===== src/rtl/map_scroll_buffer.sv =====
// Map scroll window: captures one map row per scroll tick from the active
// RAM bank, shifts it into a DEPTH-row window seen by the renderer, and
// hands the row falling off the far end to the hit judge.
module map_scroll_buffer #(
  parameter int WIDTH = 8,
  parameter int DEPTH = 8
) (
  input  logic                     clk,
  input  logic                     resetn,
  input  logic                     map,
  input  logic [WIDTH-1:0]         ram1_read,
  input  logic [WIDTH-1:0]         ram2_read,
  input  logic                     ram1_read_en,
  input  logic                     ram2_read_en,
  input  logic                     scroll_tick,
  input  logic [$clog2(DEPTH)-1:0] rd_idx,
  output logic [WIDTH-1:0]         rd_row,
  output logic [WIDTH-1:0]         out_row,
  output logic                     out_valid,
  input  logic                     out_ready,
  output logic                     full,
  output logic                     overrun,
  output logic                     tick_miss
);

  localparam int CW = $clog2(DEPTH + 1);

  typedef enum logic [1:0] {IDLE, ARM, CAPTURE, SHIFT} state_t;

  state_t           state;
  logic             bank_one;
  logic             pending;
  logic [WIDTH-1:0] cap_reg;
  logic [WIDTH-1:0] window [DEPTH];
  logic [CW-1:0]    row_count;

  // A shift only commits while map mode is still on; dropping map parks everything.
  logic do_shift;
  assign do_shift = map && (state == SHIFT);

  assign full   = (row_count == CW'(DEPTH));
  assign rd_row = window[rd_idx];

  // Sequencer: wait for a tick, pick the bank that strobes, grab its data, then shift.
  always_ff @(posedge clk or negedge resetn) begin
    if (!resetn) begin
      state     <= IDLE;
      bank_one  <= 1'b0;
      pending   <= 1'b0;
      cap_reg   <= '0;
      tick_miss <= 1'b0;
    end else if (!map) begin
      state   <= IDLE;
      pending <= 1'b0;
    end else begin
      case (state)
        IDLE: begin
          if (scroll_tick || pending) begin
            state   <= ARM;
            pending <= 1'b0;
          end
        end
        ARM: begin
          if (ram1_read_en || ram2_read_en) begin
            bank_one <= ram1_read_en;
            state    <= CAPTURE;
          end
        end
        CAPTURE: begin
          cap_reg <= bank_one ? ram1_read : ram2_read;
          state   <= SHIFT;
        end
        SHIFT: begin
          state <= IDLE;
        end
        default: state <= IDLE;
      endcase
      if ((state != IDLE) && scroll_tick) begin
        pending <= 1'b1;
        if (pending) tick_miss <= 1'b1;
      end
    end
  end

  // Window shift register: newest row enters at index 0, oldest leaves at DEPTH-1.
  always_ff @(posedge clk or negedge resetn) begin
    if (!resetn) begin
      for (int i = 0; i < DEPTH; i++) window[i] <= '0;
    end else if (do_shift) begin
      for (int i = DEPTH - 1; i > 0; i--) window[i] <= window[i-1];
      window[0] <= cap_reg;
    end
  end

  // Fill level, saturating once the window has seen DEPTH rows.
  always_ff @(posedge clk or negedge resetn) begin
    if (!resetn) begin
      row_count <= '0;
    end else if (do_shift && !full) begin
      row_count <= row_count + CW'(1);
    end
  end

  // Evicted-row handoff: a loading shift beats a same-cycle accept; overwriting an unaccepted row is sticky overrun.
  always_ff @(posedge clk or negedge resetn) begin
    if (!resetn) begin
      out_row   <= '0;
      out_valid <= 1'b0;
      overrun   <= 1'b0;
    end else if (map) begin
      if (do_shift && full) begin
        out_row   <= window[DEPTH-1];
        out_valid <= 1'b1;
        if (out_valid && !out_ready) overrun <= 1'b1;
      end else if (out_valid && out_ready) begin
        out_valid <= 1'b0;
      end
    end
  end

endmodule


===== config.mk =====
export PLATFORM = sky130hd
export DESIGN_NAME = map_scroll_buffer
export DESIGN_NICKNAME = d
export VERILOG_FILES = /design/src/rtl/map_scroll_buffer.sv
export SDC_FILE = /design/constraint.sdc
export NUM_CORES = 1
export LEC_CHECK = 0
export ABC_AREA = 1
export BUFFER_PORTS_ARGS = -buffer_cell sky130_fd_sc_hd__buf_2
export CORE_ASPECT_RATIO = 0.75
export CORE_MARGIN = 2
export CORE_UTILIZATION = 50
export CTS_CLUSTER_SIZE = 12
export DETAILED_ROUTE_END_ITERATION = 12
export PLACE_DENSITY_LB_ADDON = 0.3
export SYNTH_ARGS = -nofsm -noshare
export SYNTH_HDL_FRONTEND = slang
export SYNTH_SLANG_ARGS = --single-unit
export TNS_END_PERCENT = 1

===== constraint.sdc =====
create_clock -name clk -period 2.3 [get_ports clk]
set_input_delay 0.23 -clock clk [delete_from_list [all_inputs] [get_ports clk]]
set_output_delay 0.23 -clock clk [all_outputs]
set_load 0.005 [all_outputs]

==> out/results.tsv, run 1 <==
metric	value	unit
status	finished, final reports clean	
cts_inserted_buffers	9	
final_max_slew_viol_count	0	
min_path_type	in -> reg	
vias	3501	
setup_viol	0	
die_h	88.33	µm
syn2layout_area_growth	10.19	%
fp.dieW	116.4	µm
placed_area	4921	µm²
r2r_start	state[0]	
insertion_delay	0.34	ns
routed_wl	8980	µm
dieArea	10280	µm²
tns	0	ns
gr-usage-met3	0.05205	
min_period_over_period	0.7187	
finalHoldViolations	0	
place_ws	0.6735	ns
start_kind	register	
use_met2	0.3066	
cp_top_family	buffers and inverters	
reg2reg_to	window[44]	
clockBufferDepth	2	
layout-drive-gt1-share	0.2350	
use_met1	0.2673	
busiest_layer	met2	
cp_slowest_cell	buf_4	
rr_worst_depth	5	
worst_slew_pin_slew	0.5741	ns
hpwl	5937	µm
rsz0062_at_grt	no	
synth_seq_cells	91	
critPathArrivalTime	1.91	ns
wl_per_cell	12.34	µm
grt_pass1_wl	15610	µm
setup_ws	0.6471	ns
grt_max_degree	77	
holdWs	0.1276	ns
leakage	0.002693	µW
drtIter0Drc	161	
critical_path_class	reg -> reg	
syn_area	4741	µm²
synth_top_area_share	0.4803	
core_area	9121	µm²
fin_area	5224	µm²
path_buf_inv	1	
row_count	30	
multiInputGateArea	1863	µm²
synthDistinctLibCells	24	
drcViolationCount	0	
yosysMostFrequentCell	nand2_1	
cts_tree	built	
ant_nets	0	
yosys.area.top_type	dfrtp_1	
syn_nets	595	
place.gp.congestion	0.8613	
peakVddDrop	0.5681	mV
synth_area_per_cell	8.436	µm²
clock.fmax	0.6050	GHz
antenna-diode-count	0	
synth_area_leaders	dfrtp_1 (48%), nand2_1 (16%), o21ai_2 (13%)	
synth_ff_type	dfrtp_1	
maxCapViolations	0	
htree_levels	3	
vias_per_cell	4.809	
first_pass_iters	4	
grt_usage	0.1947	
grt_pass1_vias	3347	
instances_no_fill	728	
ys_warn_count	0	
worstSetupEndpointType	register	
grt_antenna_before_repair	0	
synth-async-reset-ratio	1.000	
min_from	ram1_read_en	
largest_reg_flops	64	
ys_top_cells_by_count	nand2_1 (198), dfrtp_1 (91), inv_1 (83), o21ai_2 (68), nand3_1 (36)	
max_stage_delay	0.48	ns
seqCellArea	2277	µm²
start_util	0.5198	
ys_seq_area_frac	0.4803	
crit_path_cell_trace	ha_1 -> nand2_4 -> buf_4 -> nand2_1 -> o21ai_2	
relSlewSlack	0.6167	
skew	0.004234	ns
whs_endpoint	bank_one	
rrSetupSlack	0.65	ns
cp_max_fo	42	
synth_edf_count	0	
fillers	871	
cts_num_sinks	91	
final.min_clock_period	1.653	ns
final_nets	628	
root_buffer	clkbuf_16	
gr-total-overflow	0	
required	2.56	ns
numPortBuffers	45	
power_density	934.4	nW/µm²
placed_cells	711	
hold_depth	3	
synthCells	562	
clkTransAtPathRegs	0.06	ns
pin_count	46	
[area by class of cell]
class	instances	area share
Sequential cell	91	0.4359
Multi-Input combinational cell	355	0.3566
Inverter	87	0.06323
Timing Repair Buffer	51	0.05749
Clock buffer	15	0.05509
Tap cell	128	0.03066
Clock inverter	1	0.0009581
[power by group]
part	total (µW)	internal (µW)	switching, µW	leakage, µW
Combinational	1290	459	829	0.00133
Clock	1420	850	567	0.000146
Sequential	2180	1960	213	0.00122
Total	4880	3270	1610	0.00269
[placed cells by master (no fill, tap or decap), drive strengths merged]
cell / count
o22ai: 8
dfrtp: 91
dlygate4sd3: 1
o21bai: 2
nand2: 201
xor2: 1
o21ai: 84
ha: 7
inv: 86
nor2: 14
a21oi: 2
nand3: 36
buf: 50
clkinv: 2
clkbuf: 15
[kinds of logic after synthesis]
group,after synthesis,synth area share
buf+inv,116,0.1267
fa+ha+maj,7,0.01847
simple gates,251,0.2135
compound gates,96,0.1591
xor+xnor,1,0.001848
flops,91,0.4803
[metrics by stage]
stage,util,total power (µW)
5_1_grt,0.5727,5259
3_5_place_dp,0.5395,3498
6_report,0.5727,4881
4_1_cts,0.5727,4946
3_3_place_gp,0.5395,3435
2_1_floorplan,-,3220
[worst register-to-register path, cell delays in order (launching register included)]
cell,delay [ns]
dfrtp_1,0.41
ha_1,0.25
nand2_4,0.19
buf_4,0.48
nand2_1,0.16
o21ai_2,0.09
[worst max path at each step]
stage,startpoint,end,depth (start not counted)
floorplan,row_count[0],out_row[0],7
global placement,state[0],window[45],5
detailed placement,state[0],window[51],5
CTS,state[0],window[44],5
global route,state[0],window[44],5
finish,state[0],window[44],5
[metal layers]
metal / part of all wire / wire (µm) / vias to the layer above
met5: 0 / 0 / -
met4: 0.012 / 110 / 0
met3: 0.037 / 330 / 10
met2: 0.45 / 4045 / 57
met1: 0.50 / 4493 / 1632
li1: - / - / 1802
[repair_timing]
item                      CTS  global route
gates resized for setup     0             0
hold endpoints to repair   36             0
hold buffers                1             0
setup buffers               0             0
Power figures use the tool's default switching activity.
==> run 2, diff against run 1 <==
==> constraint.sdc (replaced) <==
create_clock -name clk -period 1.6 [get_ports clk]
set_input_delay 0.16 -clock clk [delete_from_list [all_inputs] [get_ports clk]]
set_output_delay 0.16 -clock clk [all_outputs]
set_load 0.005 [all_outputs]
==> run 2 against run 1 <==
Net effect:
- via count increased by 1.4%
- sequential share of layout area is 1.2 points lower
- utilization is 1.6 points higher
- combinational power rose by 47%
- final area grew 2.8%
- first-iteration DRC count up 34%
- clock skew down 0.00058 ns
- non-clock buffer count grew 7
- cell count rose by 0.96%
- largest cell class unchanged
- largest power group unchanged
==> out/results.tsv, run 2 (synthesis gave the netlist of run 1 again) <==
metric	value	unit	change
die_h	88.33	µm	unchanged
start_kind	register		
clockBufferDepth	2		unchanged
peakVddDrop	0.8787	mV	+55%
hpwl	6328	µm	+6.6%
place.gp.congestion	0.8428		-2.1%
gr-total-overflow	0		unchanged
grt_usage	0.2059		+0.01123
fp.dieW	116.4	µm	unchanged
vias	3551		+1.4%
cts_tree	built		
routed_wl	9211	µm	+2.6%
core_area	9121	µm²	unchanged
cts_inserted_buffers	9		unchanged
rr_worst_depth	6		+1
min_period_over_period	0.9329		
largest_reg_flops	64		unchanged
min_path_type	in -> reg		
critPathArrivalTime	1.33	ns	-0.58 ns
grt_max_degree	46		-40%
maxCapViolations	0		unchanged
critical_path_class	reg -> out		
antenna-diode-count	0		unchanged
rrSetupSlack	0.13	ns	-0.52 ns
tns	0	ns	unchanged
cp_max_fo	3		-93%
leakage	0.002771	µW	+2.9%
final_cell_mix	nand2_1 (198), dfrtp_1 (91), inv_1 (82)		
wl_per_cell	12.53	µm	+1.6%
power	7534	µW	+54%
htree_levels	3		unchanged
vias_per_cell	4.831		+0.46%
fillers	827		-5.1%
final_nets	635		+1.1%
cts_num_sinks	91		unchanged
worst_slew_pin_slew	0.5590	ns	-0.01516 ns
power_density	1403	nW/µm²	+50%
insertion_delay	0.34	ns	about the same
layout-drive-gt1-share	0.2488		+0.01376
r2r_start	state[0]		
worstSetupEndpointType	primary output		
clkTransAtPathRegs	0.06	ns	about the same
status	finished, final reports clean		
start_util	0.5198		unchanged
drcViolationCount	0		unchanged
root_buffer	clkbuf_16		
numPortBuffers	45		unchanged
fin_area	5370	µm²	+2.8%
first_pass_iters	4		unchanged
required	1.44	ns	-1.12 ns
setup_viol	0		unchanged
relSlewSlack	0.6274		+0.01066
pin_count	46		unchanged
reg2reg_to	row_count[2]		
syn2layout_area_growth	13.28	%	
grt_pass1_vias	3560		+6.4%
grt_pass1_wl	16390	µm	+5.0%
rsz0062_at_grt	no		
finalHoldViolations	0		unchanged
final_common_cell	nand2_1		
final_max_slew_viol_count	0		unchanged
hold_depth	3		unchanged
min_from	ram1_read_en		
skew	0.003649	ns	-0.0005844 ns
clock.fmax	0.6699	GHz	
dieArea	10280	µm²	unchanged
placed_area	4999	µm²	+1.6%
grt_antenna_before_repair	0		unchanged
row_count	30		unchanged
ant_nets	0		unchanged
drtIter0Drc	216		+34%
final.min_clock_period	1.493	ns	
whs_endpoint	bank_one		
==> run 2: cell count changes in the layout (fill, tap and decap cells not counted) <==
cell       before  now
clkbuf_1        2    0
buf_12          2    4
inv_2           2    3
bufinv_16       0    3
buf_4           4    9
clkbuf_8        4    3
inv_1          83   82
==> run 2: layout make-up <==
class                           count  area, µm²  area share
Multi-Input combinational cell    355       1863      0.3469
Tap cell                          128      160.2     0.02982
Clock buffer                       12      266.5     0.04963
Timing Repair Buffer               58      377.9     0.07036
Inverter                           87      330.3     0.06151
Clock inverter                      4      95.09     0.01771
Sequential cell                    91       2277      0.4240
==> run 2: stage by stage <==
| step | setup slack (ns) | std cells | util | hold WS [ns] |
|---|---|---|---|---|
| 3_5_place_dp | 0.1284 | 718 | 0.5480 | 0.1907 |
| 5_1_grt | 0.002645 | 735 | 0.5888 | 0.05861 |
| 3_3_place_gp | 0.1991 | 718 | 0.5480 | 0.1915 |
| 4_1_cts | 0.08808 | 735 | 0.5888 | 0.02082 |
| 2_1_floorplan | 0.3858 | 562 | - | -0.1356 |
| 6_report | 0.1073 | 735 | 0.5888 | 0.03234 |
==> run 2: timing repair <==
action	4_1_cts	5_1_grt
hold endpoints to repair	40	0
hold buffers	1	0
setup buffers	0	0
resized for setup	0	1
endpoints found under the setup margin	0	1
==> run 2: how the worst max path moves through the flow <==
stage / start / endpoint
6_report: row_count[0] / full
3_3_place_gp: state[0] / row_count[2]
5_1_grt: state[0] / row_count[2]
4_1_cts: row_count[0] / full
2_1_floorplan: row_count[0] / out_row[0]
3_5_place_dp: state[0] / row_count[2]
==> run 2: metal layers <==
metal	vias up	wire [µm]	track usage
li1	1820	-	-
met1	1655	4357	0.2708
met2	58	4295	0.3346
met3	18	341	0.04315
met4	0	216	0.08766
met5	-	0	0
==> run 2: where the power goes <==
| part | total (µW) | internal (µW) | switching (µW) |
|---|---|---|---|
| sequential | 3120 | 2820 | 298 |
| clock | 2520 | 1650 | 866 |
| combinational | 1900 | 693 | 1200 |
==> run 2: critical path, cell delays in order, from the launching register on <==
cell and delay [ns]:
dfrtp_1 0.40, inv_1 0.10, ha_1 0.19, nand2_2 0.07, nor2_4 0.11, buf_2 0.13
==> run 3, diff against run 2 <==
--- a/config.mk
+++ b/config.mk
@@ -5,7 +5,6 @@
 export SDC_FILE = /design/constraint.sdc
 export NUM_CORES = 1
 export LEC_CHECK = 0
-export ABC_AREA = 1
 export BUFFER_PORTS_ARGS = -buffer_cell sky130_fd_sc_hd__buf_2
 export CORE_ASPECT_RATIO = 0.75
 export CORE_MARGIN = 2
==> run 3 against run 2 <==
Net effect:
- the flow now finishes with violations (negative setup slack)
- register-to-register slack lost 0.05 ns
- sequential share of layout area increased by 4.6 points
- final area down 9.8%
- non-clock buffer count increased by 14
- area after synthesis fell by 12%
- sequential power is 2% lower
- power decreased by 24%
- critical path type unchanged
- die area shrank 12%
==> out/results.tsv, run 3 <==
metric	value	unit	change
status	finished, violations left		
violations	negative setup slack		
tns	-1.546	ns	-1.546 ns
htree_levels	3		unchanged
yosys.area.top_type	dfrtp_1		
syn2layout_area_growth	16.39	%	
final_common_cell	dfrtp_1		
maxCapViolations	0		unchanged
min_path_type	in -> reg		
final_util	0.6062		+0.01745
rsz0062_at_grt	yes		
worst_slew_pin_slew	0.4620	ns	-0.09699 ns
ys_warn_count	0		unchanged
ys_top_cells_by_count	dfrtp_1 (91), mux2_2 (81), mux4_1 (15), a21oi_1 (9), mux2i_1 (9)		
final_nets	372		-41%
final.min_clock_period	1.809	ns	+0.3162 ns
drcViolationCount	0		unchanged
synth_ff_type	dfrtp_1		
critPathArrivalTime	1.65	ns	+0.32 ns
layout-drive-gt1-share	0.5425		+0.2938
core_area	7988	µm²	-12%
yosysMostFrequentCell	dfrtp_1		
fin_area	4842	µm²	-9.8%
cp_slowest_cell	mux4_2		
dieArea	9073	µm²	-12%
peakVddDrop	0.7925	mV	-9.8%
fp.dieW	109.3	µm	-6.1%
final_cell_mix	dfrtp_1 (90), mux2_2 (79), buf_2 (43)		
clockBufferDepth	2		unchanged
grt_antenna_before_repair	0		unchanged
antenna-diode-count	0		unchanged
setup_viol	8		+8
gr-total-overflow	0		unchanged
start_kind	register		
finalHoldViolations	0		unchanged
synthDistinctLibCells	33		+38%
vias	2416		-32%
setup_ws	-0.2089	ns	-0.3162 ns
grt_usage	0.1748		-0.03108
first_pass_iters	4		unchanged
holdWs	0.07845	ns	+0.04611 ns
cts_num_sinks	91		unchanged
required	1.44	ns	about the same
crit_path_cell_trace	mux4_2 -> mux2_2 -> buf_2		
syn_nets	305		-49%
numPortBuffers	45		unchanged
synth_area_per_cell	15.30	µm²	+81%
grt_pass1_vias	2421		-32%
skew	0.006094	ns	+0.002445 ns
synth_top_area_share	0.5474		+0.06703
drtIter0Drc	190		-12%
start_util	0.5208		+0.001080
syn_area	4160	µm²	-12%
relSlewSlack	0.6920		+0.06466
grt_max_degree	38		-17%
vias_per_cell	5.417		+12%
power_density	1189	nW/µm²	-15%
place.gp.congestion	0.7871		-6.6%
final_max_slew_viol_count	0		unchanged
synth_edf_count	0		unchanged
synth_area_leaders	dfrtp_1 (55%), mux2_2 (22%), mux4_1 (9.5%)		
cp_max_fo	2		-1
cts_tree	built		
ys_seq_area_frac	0.5474		+0.06703
cts_inserted_buffers	9		unchanged
synth_seq_cells	91		unchanged
min_period_over_period	1.131		+0.1976
worstSetupEndpointType	primary output		
die_h	83.00	µm	-6.0%
root_buffer	clkbuf_8		
synthCells	272		-52%
synth-async-reset-ratio	1.000		unchanged
clock.fmax	0.5528	GHz	-17%
power	5757	µW	-24%
critical_path_class	reg -> out		
hpwl	4895	µm	-23%
insertion_delay	0.36	ns	+0.02 ns
wl_per_cell	16.36	µm	+31%
path_buf_inv	1		-1
routed_wl	7295	µm	-21%
grt_pass1_wl	12070	µm	-26%
largest_reg_flops	64		unchanged
placed_area	4623	µm²	-7.5%
max_stage_delay	0.47	ns	+0.07 ns
pin_count	46		unchanged
leakage	0.002496	µW	-9.9%
cp_top_family	multiplexers		
ant_nets	0		unchanged
row_count	28		-6.7%
clkTransAtPathRegs	0.07	ns	about the same
[run 3: changes by cell type after synthesis, sizes merged, moves of 8 or more]
cell   delta
nand2   -195
o21ai    -83
mux2     +81
inv      -79
nand3    -33
buf      -17
mux4     +16
mux2i     +9
o22ai     -8
[run 3: stage by stage]
step                      cells  setup slack, ns
final                       446          -0.2089
after CTS                   445          -0.2289
after global placement      422          0.05181
after floorplan             272          0.02622
after detailed placement    422          0.03113
after global routing        446          -0.2556
[run 3: timing repair]
action,CTS,global route
hold buffers,1,0
resized for setup,11,12
setup buffers,9,1
hold endpoints to repair,32,0
setup endpoints to repair,8,53
[run 3: logic make-up after synthesis]
group	after synthesis	synth area share
flip-flops	91	0.5474
adder cells (fa/ha/maj)	7	0.02105
XOR/XNOR	2	0.004211
AO/OA/AOI/OAI	16	0.02496
buffers and inverters	23	0.02887
multiplexers	106	0.3411
AND/OR/NAND/NOR	27	0.03248
[run 3: layout make-up]
type / instances / area (µm²)
Timing Repair Buffer: 72 / 518.0
Fill cell: 625 / 3146
Sequential cell: 91 / 2278
Tap cell: 105 / 131.4
Inverter: 7 / 26.28
Clock buffer: 13 / 148.9
Multi-Input combinational cell: 158 / 1739
[run 3: where the power goes]
group	switching (µW)	internal [µW]
combinational	555	847
sequential	350	2710
clock	713	584
total	1620	4140
[run 3: worst reg2reg max path: cells and delay by family (launching register included)]
family | cells | cell delay (ns)
buffers and inverters | 1 | 0.24
flip-flops | 1 | 0.44
AND/OR/NAND/NOR | 1 | 0.14
adder cells (fa/ha/maj) | 1 | 0.21
multiplexers | 1 | 0.37
[run 3: path summary, 6_finish.rpt]
kind	startpoint	endpoint	slack, ns	depth (start not counted)
worst max-delay path	window[57]	rd_row[1]	-0.21	3
worst min-delay path	scroll_tick	pending	0.08	2
worst max register to register	state[0]	window[22]	0.08	4
worst min register to register	tick_miss	tick_miss	0.47	1
max in group asynchronous	resetn	state[0]	0.79	3
min in group asynchronous	resetn	window[1]	0.29	2
[run 3: metal layers]
layer | wire length [µm] | part of all wire | vias to the layer above | track usage
met5 | 0 | 0 | - | 0
met4 | 119 | 0.016 | 0 | 0.06559
met3 | 323 | 0.044 | 12 | 0.04317
met2 | 3104 | 0.43 | 64 | 0.2435
met1 | 3747 | 0.51 | 1210 | 0.2641
li1 | - | - | 1130 | -
